<file path="config.mk">
export PLATFORM = sky130hd
export DESIGN_NAME = alu_branch_unit_flat
export DESIGN_NICKNAME = d
export VERILOG_FILES = /design/src/rtl/alu_branch_unit_if.sv /design/src/rtl/alu_branch_unit.sv /design/src/flat_wrapper.sv
export SDC_FILE = /design/constraint.sdc
export NUM_CORES = 2
export LEC_CHECK = 0
export ABC_AREA = 1
export BUFFER_PORTS_ARGS = -buffer_cell sky130_fd_sc_hd__buf_2
export CAP_MARGIN = 5
export CORE_ASPECT_RATIO = 0.7
export CORE_MARGIN = 3
export CORE_UTILIZATION = 40
export CTS_CLUSTER_SIZE = 20
export DETAILED_ROUTE_END_ITERATION = 7
export GPL_TIMING_DRIVEN = 1
export MAX_ROUTING_LAYER = met4
export PLACE_DENSITY_LB_ADDON = 0.3
export SLEW_MARGIN = 20
export SYNTH_ARGS = -nofsm -noshare
export SYNTH_HDL_FRONTEND = slang
export SYNTH_SLANG_ARGS = --single-unit
</file>
<file path="constraint.sdc">
create_clock -name clk -period 26.7 [get_ports clk]
set_clock_uncertainty 0.2 [all_clocks]
set_input_delay 4.005 -clock clk [delete_from_list [all_inputs] [get_ports clk]]
set_output_delay 4.005 -clock clk [all_outputs]
set_load 0.02 [all_outputs]
</file>
<file path="src/rtl/alu_branch_unit_if.sv">
// rtl/alu_branch_unit_if.sv - execute-stage ALU/branch bundle between control FSM and datapath
interface alu_branch_unit_if #(parameter int WIDTH = 32);
    logic             en;
    logic [3:0]       alu_control;
    logic [WIDTH-1:0] read_data1;
    logic [4:0]       shamt;
    logic             select_shamt;
    logic [WIDTH-1:0] alu_srcB;
    logic [WIDTH-1:0] alu_result;
    logic [WIDTH-1:0] hi;
    logic [WIDTH-1:0] lo;
    logic             overflow;
    logic             alu_zero;
    logic             alu_done;
    logic             branch_en;
    logic             branch;
    logic [WIDTH-1:0] imm;
    logic [WIDTH-1:0] pc;
    logic [WIDTH-1:0] pc_out;
    logic             branch_done;

    modport master (
        output en, alu_control, read_data1, shamt, select_shamt, alu_srcB,
        output branch_en, branch, imm, pc,
        input  alu_result, hi, lo, overflow, alu_zero, alu_done,
        input  pc_out, branch_done
    );

    modport slave (
        input  en, alu_control, read_data1, shamt, select_shamt, alu_srcB,
        input  branch_en, branch, imm, pc,
        output alu_result, hi, lo, overflow, alu_zero, alu_done,
        output pc_out, branch_done
    );
endinterface

</file>
<file path="src/rtl/alu_branch_unit.sv">
// rtl/alu_branch_unit.sv - registered ALU with HI/LO multiply plus branch-target unit
module alu_branch_unit #(
    parameter int WIDTH = 32
) (
    input logic              clk,
    input logic              rst,
    alu_branch_unit_if.slave bus
);
    localparam int W = WIDTH;

    logic [W-1:0]   op_a;
    logic [W-1:0]   op_b;
    logic [4:0]     sh;
    logic [W-1:0]   sum;
    logic [W-1:0]   diff;
    logic           mul_signed;
    logic           is_mul;
    logic [2*W-1:0] mul_a;
    logic [2*W-1:0] mul_b;
    logic [2*W-1:0] product;
    logic [W-1:0]   res_next;
    logic           ovf_next;

    logic [W-1:0]   alu_result_q;
    logic [W-1:0]   hi_q;
    logic [W-1:0]   lo_q;
    logic           overflow_q;
    logic           alu_zero_q;
    logic           alu_done_q;
    logic [W-1:0]   pc_out_q;
    logic           branch_done_q;

    assign op_a = bus.select_shamt ? {{(W-5){1'b0}}, bus.shamt} : bus.read_data1;
    assign op_b = bus.alu_srcB;
    assign sh   = op_a[4:0];
    assign sum  = op_a + op_b;
    assign diff = op_a - op_b;

    // One double-width multiplier serves both MULT and MULTU; only the operand extension differs.
    assign mul_signed = (bus.alu_control == 4'b1011);
    assign is_mul     = (bus.alu_control == 4'b1011) || (bus.alu_control == 4'b1100);
    assign mul_a      = {{W{mul_signed & op_a[W-1]}}, op_a};
    assign mul_b      = {{W{mul_signed & op_b[W-1]}}, op_b};
    assign product    = mul_a * mul_b;

    always_comb begin
        res_next = '0;
        ovf_next = 1'b0;
        case (bus.alu_control)
            4'b0000: res_next = op_a & op_b;
            4'b0001: res_next = op_a | op_b;
            4'b0010: begin
                res_next = sum;
                ovf_next = (op_a[W-1] == op_b[W-1]) && (sum[W-1] != op_a[W-1]);
            end
            4'b0011: res_next = sum;
            4'b0100: res_next = op_a ^ op_b;
            4'b0101: res_next = ~(op_a | op_b);
            4'b0110: begin
                res_next = diff;
                ovf_next = (op_a[W-1] != op_b[W-1]) && (diff[W-1] != op_a[W-1]);
            end
            4'b0111: res_next = {{(W-1){1'b0}}, ($signed(op_a) < $signed(op_b))};
            4'b1000: res_next = op_b << sh;
            4'b1001: res_next = op_b >> sh;
            4'b1010: res_next = $signed(op_b) >>> sh;
            4'b1011: res_next = product[W-1:0];
            4'b1100: res_next = product[W-1:0];
            4'b1101: res_next = diff;
            4'b1110: res_next = {{(W-1){1'b0}}, (op_a < op_b)};
            default: res_next = op_b << 16;
        endcase
    end

    always_ff @(posedge clk) begin
        if (rst) begin
            alu_result_q  <= '0;
            hi_q          <= '0;
            lo_q          <= '0;
            overflow_q    <= 1'b0;
            alu_zero_q    <= 1'b0;
            alu_done_q    <= 1'b0;
            pc_out_q      <= '0;
            branch_done_q <= 1'b0;
        end else begin
            if (!bus.en) begin
                alu_done_q <= 1'b0;
            end else if (!alu_done_q) begin
                alu_result_q <= res_next;
                overflow_q   <= ovf_next;
                alu_zero_q   <= (res_next == '0);
                alu_done_q   <= 1'b1;
                if (is_mul) begin
                    hi_q <= product[2*W-1:W];
                    lo_q <= product[W-1:0];
                end
            end

            // alu_zero_q here is the pre-edge value, even when the ALU updates on the same edge.
            if (!bus.branch_en) begin
                branch_done_q <= 1'b0;
            end else if (!branch_done_q) begin
                pc_out_q      <= (bus.branch && alu_zero_q) ? bus.pc + bus.imm : bus.pc;
                branch_done_q <= 1'b1;
            end
        end
    end

    assign bus.alu_result  = alu_result_q;
    assign bus.hi          = hi_q;
    assign bus.lo          = lo_q;
    assign bus.overflow    = overflow_q;
    assign bus.alu_zero    = alu_zero_q;
    assign bus.alu_done    = alu_done_q;
    assign bus.pc_out      = pc_out_q;
    assign bus.branch_done = branch_done_q;
endmodule

</file>
<file path="src/flat_wrapper.sv">
// flat-port wrapper written by rule: the top's interface ports become plain ports
module alu_branch_unit_flat 
#(
    parameter int WIDTH = 32
)
  (clk, rst, bus_en, bus_alu_control, bus_read_data1, bus_shamt, bus_select_shamt, bus_alu_srcB, bus_branch_en, bus_branch, bus_imm, bus_pc, bus_alu_result, bus_hi, bus_lo, bus_overflow, bus_alu_zero, bus_alu_done, bus_pc_out, bus_branch_done);
  alu_branch_unit_if #(.WIDTH(WIDTH)) bus_i ();
  input logic clk;
  input logic rst;
  input wire logic [$bits(bus_i.en)-1:0] bus_en;
  input wire logic [$bits(bus_i.alu_control)-1:0] bus_alu_control;
  input wire logic [$bits(bus_i.read_data1)-1:0] bus_read_data1;
  input wire logic [$bits(bus_i.shamt)-1:0] bus_shamt;
  input wire logic [$bits(bus_i.select_shamt)-1:0] bus_select_shamt;
  input wire logic [$bits(bus_i.alu_srcB)-1:0] bus_alu_srcB;
  input wire logic [$bits(bus_i.branch_en)-1:0] bus_branch_en;
  input wire logic [$bits(bus_i.branch)-1:0] bus_branch;
  input wire logic [$bits(bus_i.imm)-1:0] bus_imm;
  input wire logic [$bits(bus_i.pc)-1:0] bus_pc;
  output wire logic [$bits(bus_i.alu_result)-1:0] bus_alu_result;
  output wire logic [$bits(bus_i.hi)-1:0] bus_hi;
  output wire logic [$bits(bus_i.lo)-1:0] bus_lo;
  output wire logic [$bits(bus_i.overflow)-1:0] bus_overflow;
  output wire logic [$bits(bus_i.alu_zero)-1:0] bus_alu_zero;
  output wire logic [$bits(bus_i.alu_done)-1:0] bus_alu_done;
  output wire logic [$bits(bus_i.pc_out)-1:0] bus_pc_out;
  output wire logic [$bits(bus_i.branch_done)-1:0] bus_branch_done;
  assign bus_i.en = bus_en;
  assign bus_i.alu_control = bus_alu_control;
  assign bus_i.read_data1 = bus_read_data1;
  assign bus_i.shamt = bus_shamt;
  assign bus_i.select_shamt = bus_select_shamt;
  assign bus_i.alu_srcB = bus_alu_srcB;
  assign bus_i.branch_en = bus_branch_en;
  assign bus_i.branch = bus_branch;
  assign bus_i.imm = bus_imm;
  assign bus_i.pc = bus_pc;
  assign bus_alu_result = bus_i.alu_result;
  assign bus_hi = bus_i.hi;
  assign bus_lo = bus_i.lo;
  assign bus_overflow = bus_i.overflow;
  assign bus_alu_zero = bus_i.alu_zero;
  assign bus_alu_done = bus_i.alu_done;
  assign bus_pc_out = bus_i.pc_out;
  assign bus_branch_done = bus_i.branch_done;
  alu_branch_unit #(.WIDTH(WIDTH)) u_core (.clk(clk), .rst(rst), .bus(bus_i));
endmodule
</file>
# After elaboration in Yosys (flattened, before gate mapping)
# Cells that the tools add are included.
[classes] add_sub_neg=3 mul=1 magnitude_cmp=2 eq_ne=18 n_shift=3 n_mux=6 bitwise_logic=8 reduce_logical=12
[ops] cell="32-bit one-hot mux with 12 select lines" count=1
[ops] cell="32-bit adder" count=2
[ops] cell="32-bit < comparator" count=2
[ops] cell="33-bit by 33-bit multiplier with 64-bit output" count=1
[ops] cell="32-bit two-way mux" count=2
[ops] cell="32-bit AND" count=1
[ops] cell="32-bit zero test" count=1
[ops] cell="32-bit NOT" count=1
[ops] cell="32-bit OR" count=1
[ops] cell="32-bit by 5-bit left shift with 32-bit output" count=1
[ops] cell="32-bit by 5-bit >> shifter with 32-bit output" count=1
[ops] cell="32-bit by 5-bit >>> shifter with 32-bit output" count=1
[ops] cell="32-bit subtractor" count=1
[ops] cell="32-bit XOR" count=1
[ops] cell="4-bit equality test (second input constant)" count=7
[ops] cell="4-bit by 3-bit equality test with 1-bit output (second input constant)" count=4
[ops] cell="4-bit by 2-bit equality test with 1-bit output (second input constant)" count=2
[ops] cell="2-bit OR reduction" count=3
[ops] cell="4-bit by 1-bit equality test with 1-bit output (second input constant)" count=1
[ops] cell="4-bit zero test" count=1
[ops] cell="2-bit AND reduction" count=2
[ops] cell="1-bit logical AND" count=3
[ops] cell="1-bit != test" count=3
[ops] cell="3-bit AND reduction" count=1
[ops] cell="other kinds (6)" count=9
[word_totals] regBits=132 in_bits=143 output_inout_bits=132 elab_cells=61

# Longest topological paths before layout
[depth] ltp_word=5 mapped_depth=43 ltp_nobuf=39

# Least setup slack after synthesis
# OpenSTA, ideal clock, no wires.
[synth_timing] path_type="in2reg" from="input port bus_select_shamt" to="register u_core.hi_q[29], in the netlist u_core.bus.hi[29]" setup_time_ns=0.058 arrival_time_ns=11.681 t_required_ns=26.442 path_slack_ns=14.761 path_stages=32 n_path_buf=4 cell_sequence="buf_6 -> inv_6 -> buf_6 -> nand2_2 -> inv_2 -> clkbuf_1 -> clkbuf_1 -> nand2_1 -> nor2_1 -> fa_1 -> fa_1 -> inv_1 -> fa_1 -> inv_1 -> fa_1 -> inv_1 -> fa_1 -> fa_1 -> fa_1 -> inv_1 -> fa_1 -> ha_1 -> a21oi_1 -> inv_1 -> a21oi_1 -> o21ai_0 -> a221oi_1 -> o211ai_1 -> or2_2 -> nand3_1 -> o211ai_1 -> inv_1"
[synth_between] elab_chain_len=3
[synth_lines] item="start, declared" line_no="flat_wrapper.sv:14" text="input wire logic [$bits(bus_i.select_shamt)-1:0] bus_select_shamt;"
[synth_lines] item="32-bit two-way mux (*)" line_no="alu_branch_unit.sv:33" text="assign op_a = bus.select_shamt ? {{(W-5){1'b0}}, bus.shamt} : bus.read_data1;"
[synth_lines] item="1-bit AND" line_no="alu_branch_unit.sv:42" text="assign mul_a = {{W{mul_signed & op_a[W-1]}}, op_a};"
[synth_lines] item="33-bit by 33-bit multiplier with 64-bit output (*)" line_no="alu_branch_unit.sv:44" text="assign product = mul_a * mul_b;"
[synth_lines] item="end signal, assigned" line_no="alu_branch_unit.sv:94" text="hi_q <= product[2*W-1:W];"
[synth_lines] item="end, declared" line_no="alu_branch_unit.sv:25" text="logic [W-1:0] hi_q;"
# Every way passes the cells marked *; elsewhere a longest branch is shown, timed or not.
# A chain may end at the register's enable or synchronous reset.

# Worst setup path in the final report
[layout_timing] from="input port bus_select_shamt" to="register u_core.hi_q[13], in the netlist u_core.bus.hi[13]"
# The elaborated chain is that of the path after synthesis.

==> metrics.md <==
| Metric | Value |
|---|---|
| Number of global-route vias before repair | 53970 |
| Worst Path Max Fanout | 32 |
| Die footprint | 142700 µm² |
| CTS sink count | 132 |
| Worst Path Arrival | 15220 ps |
| RSZ-0062 raised after global routing | false |
| DR WL/cell | 28.63 µm |
| RR Startpoint | u_core.bus.alu_done |
| Register area share after synthesis | 4.783% |
| All-Layer GR Usage | 39.79% |
| CP Class | input pin to flop |
| Synth-to-layout area growth | 6.968% |
| Reg2Reg Setup Slack | 23140 ps |
| R2r worst-path depth | 9 |
| Hold buffers post-CTS | 0 |
| Hold crit path type | flop to flop |
| #FFs+latches synth | 132 |
| WL met3 | 40480 µm |
| Port Buf Inserts | 274 |
| Status | complete, but fails checks |
| Max_slew headroom | 21.08% |
| Antenna viol nets, final | 0 |
| Most used cell, CP | fa_1 |
| Largest family of logic cells by synthesized area | adder cells |
| Final setup viols | 0 |
| Hold_sp | u_core.bus.pc_out[14] |
| Fraction of synthesized area in multiplexers | 0% |
| Cells after synthesis | 7733 |
| Critical Path Slowest Stage Cell | clkinv_1 |
| # resized after CTS | 0 |
| Die H | 317.0 µm |
| Commonest non-fill, non-tap cells in the layout | nand2_1, inv_1, fa_1 |
| Reg clk slew, reported paths | 70 ps |
| Initial DRC count | 7764 |
| Failing checks | DRC |
| CP startpoint kind | input pin |
| Peak Freq | 0.06667 GHz |
| Post-synth EDFFs | 0 |
| GRT overflow | 0 |
| Critical R2R Capture | u_core.bus.lo[21] |
| Final-report hold violation count | 0 |
| TritonRoute pass-1 iters | 8 |
| Synth Area in Adders | 48.57% |
| Fillers | 14310 |
| Post-synthesis cell area | 55250 µm² |
| Asr flop ratio synth | 0% |
| Seq. cell area | 2643 µm² |
| Synth Area in XOR/XNOR | 1.173% |
| Initial antenna violation count | 21 |
| Max-cap violations | 0 |
| Drt drc | 2 |
| Routed vias | 54900 |
| # IOs | 275 |
| Post-CTS setup buffer count | 0 |
| Die Width | 450.2 µm |
| H-tree Lvls | 4 |
| Footprint of the multi-input gates | 44970 µm² |
| Synth cell types | 53 |
| Most common cell after layout, fill and taps aside | nand2_1 |
| Period minus WS final | 15000 ps |
| Yosys warning count | 0 |
| Highest routed layer | met4 |
| Syn Nets | 9344 |
| Inserted Clock Buffers | 17 |
| Clock Latency Late Sink | 460 ps |
| First-pass GRT wire length | 394000 µm |
| Row count | 113 |
| Hpwl dp | 223200 µm |
| Primary FF master, synth | dfxtp_1 |
| Vias/cell | 5.674 |
| CP Data Required Time | 26920 ps |
| CP peak stage delay | 1170 ps |
| Nets | 9411 |
| Worst hold endpoint | u_core.bus.pc_out[14] |
| CTS tree | done |
| Post-Synthesis Mean Instance Area | 7.145 µm² |
| Pin count of the biggest net entering global routing | 55 |
| Simple logic cell fraction of the synthesized area | 25.89% |
| Worst Tran Pin Value | 1179 ps |
| Post-synthesis compound-gate area fraction | 5.605% |
| Initial Utilization | 40.50% |
| CP endpoint kind | flop |
| Hold Path Depth | 2 |
| Final slew viol count | 0 |
| Final TNS setup | 0 ps |
| Total core area | 136400 µm² |
| Layout cells sized above 1 | 6.220% |
| Gpl congestion | 1.130 |
| DRT Wirelength | 277000 µm |
| CTS max path bufs | 2 |
| Final worst-path cycle share | 56.17% |
| Met1 WL | 116400 µm |
| WL met2 | 106900 µm |
| CTS root buf | clkbuf_16 |
-- cell type report --
type | count | share of cell area [%]
diodes | 21 | 0.08891
clock buffers | 17 | 0.7198
clock inverters | 15 | 0.3154
inverters | 1664 | 10.58
multi-input cells | 5591 | 76.09
flip-flops and latches | 132 | 4.471
well taps | 1840 | 3.895
repair buffers | 394 | 3.844
-- registers in the layout, summed over array words and instances, names as in the netlist --
register,count
u_core.bus.alu_zero,1
u_core.bus.alu_done,1
u_core.bus.alu_result,32
u_core.bus.hi,32
u_core.bus.lo,32
u_core.bus.pc_out,32
u_core.bus.branch_done,1
u_core.bus.overflow,1
-- cells by family after synthesis --
logic type,count (synthesis)
AO/OA/AOI/OAI,550
adder cells (fa/ha/maj),1468
flip-flops,132
AND/OR/NAND/NOR,3499
XOR/XNOR,74
buffers and inverters,2010
-- worst max-delay path by stage --
stage / startpoint / endpoint / slack (ps)
2_1_floorplan: bus_select_shamt / u_core.bus.hi[29] / 14760
4_1_cts: bus_select_shamt / u_core.bus.hi[13] / 12180
3_5_place_dp: bus_select_shamt / u_core.bus.hi[13] / 11690
5_1_grt: bus_select_shamt / u_core.bus.hi[13] / 11520
6_report: bus_select_shamt / u_core.bus.hi[13] / 11700
3_3_place_gp: bus_select_shamt / u_core.bus.hi[13] / 11710
-- metrics by stage --
stage / cells / area (µm²) / hold WS, ps / util (%) / setup slack [ps]
global placement: 9621 / 58430 / 251.5 / 42.83 / 11710
global route: 9669 / 59090 / 285.8 / 43.31 / 11520
floorplan: 7733 / 55250 / 340.7 / - / 14760
finish: 9674 / 59100 / 263.7 / 43.32 / 11700
detailed placement: 9621 / 58430 / 252.4 / 42.83 / 11690
CTS: 9653 / 59050 / 263.2 / 43.28 / 12180
-- metal layers --
| layer | track usage [%] | vias up |
|---|---|---|
| li1 | - | 23220 |
| met1 | 55.47 | 27250 |
| met2 | 52.79 | 3759 |
| met3 | 13.61 | 668 |
| met4 | 14.63 | 0 |
| met5 | - | - |
-- worst max-delay path: cells and delay by family --
family | cells | cell delay, ps
adder cells (fa/ha/maj) | 10 | 5010
AND/OR/NAND/NOR | 9 | 2990
buffers and inverters | 6 | 1840
AO/OA/AOI/OAI | 4 | 820
XOR/XNOR | 1 | 500
-- synth_stat cells (3+ instances only) --
master	n	area share, %
a211oi_1	8	0.11
a21boi_1	5	0.068
a21o_1	7	0.095
a21oi_1	226	2.0
a221oi_1	8	0.13
a31oi_1	10	0.11
and2_1	7	0.079
and3_1	7	0.079
buf_1	32	0.22
buf_2	49	0.44
buf_4	8	0.11
buf_6	8	0.16
clkbuf_1	246	1.7
clkinv_1	16	0.11
dfxtp_1	132	4.8
fa_1	1128	41
ha_1	340	7.7
inv_1	1640	11
inv_2	7	0.048
nand2_1	1804	12
nand2_2	3	0.034
nand3_1	622	5.6
nand3_2	14	0.25
nand3b_1	7	0.095
nand4_1	48	0.54
nor2_1	939	6.4
nor3_1	24	0.22
nor4_1	5	0.057
o211ai_1	48	0.65
o21a_1	5	0.068
o21ai_0	166	1.5
o21ai_1	17	0.15
o21bai_1	8	0.11
o221ai_1	7	0.11
o22ai_1	22	0.25
o31ai_1	4	0.054
or2_2	10	0.11
xnor2_1	33	0.52
xor2_1	41	0.65
Power is not shown: default switching activity piles up to over one toggle a cycle in this logic, so the estimate is an artifact.
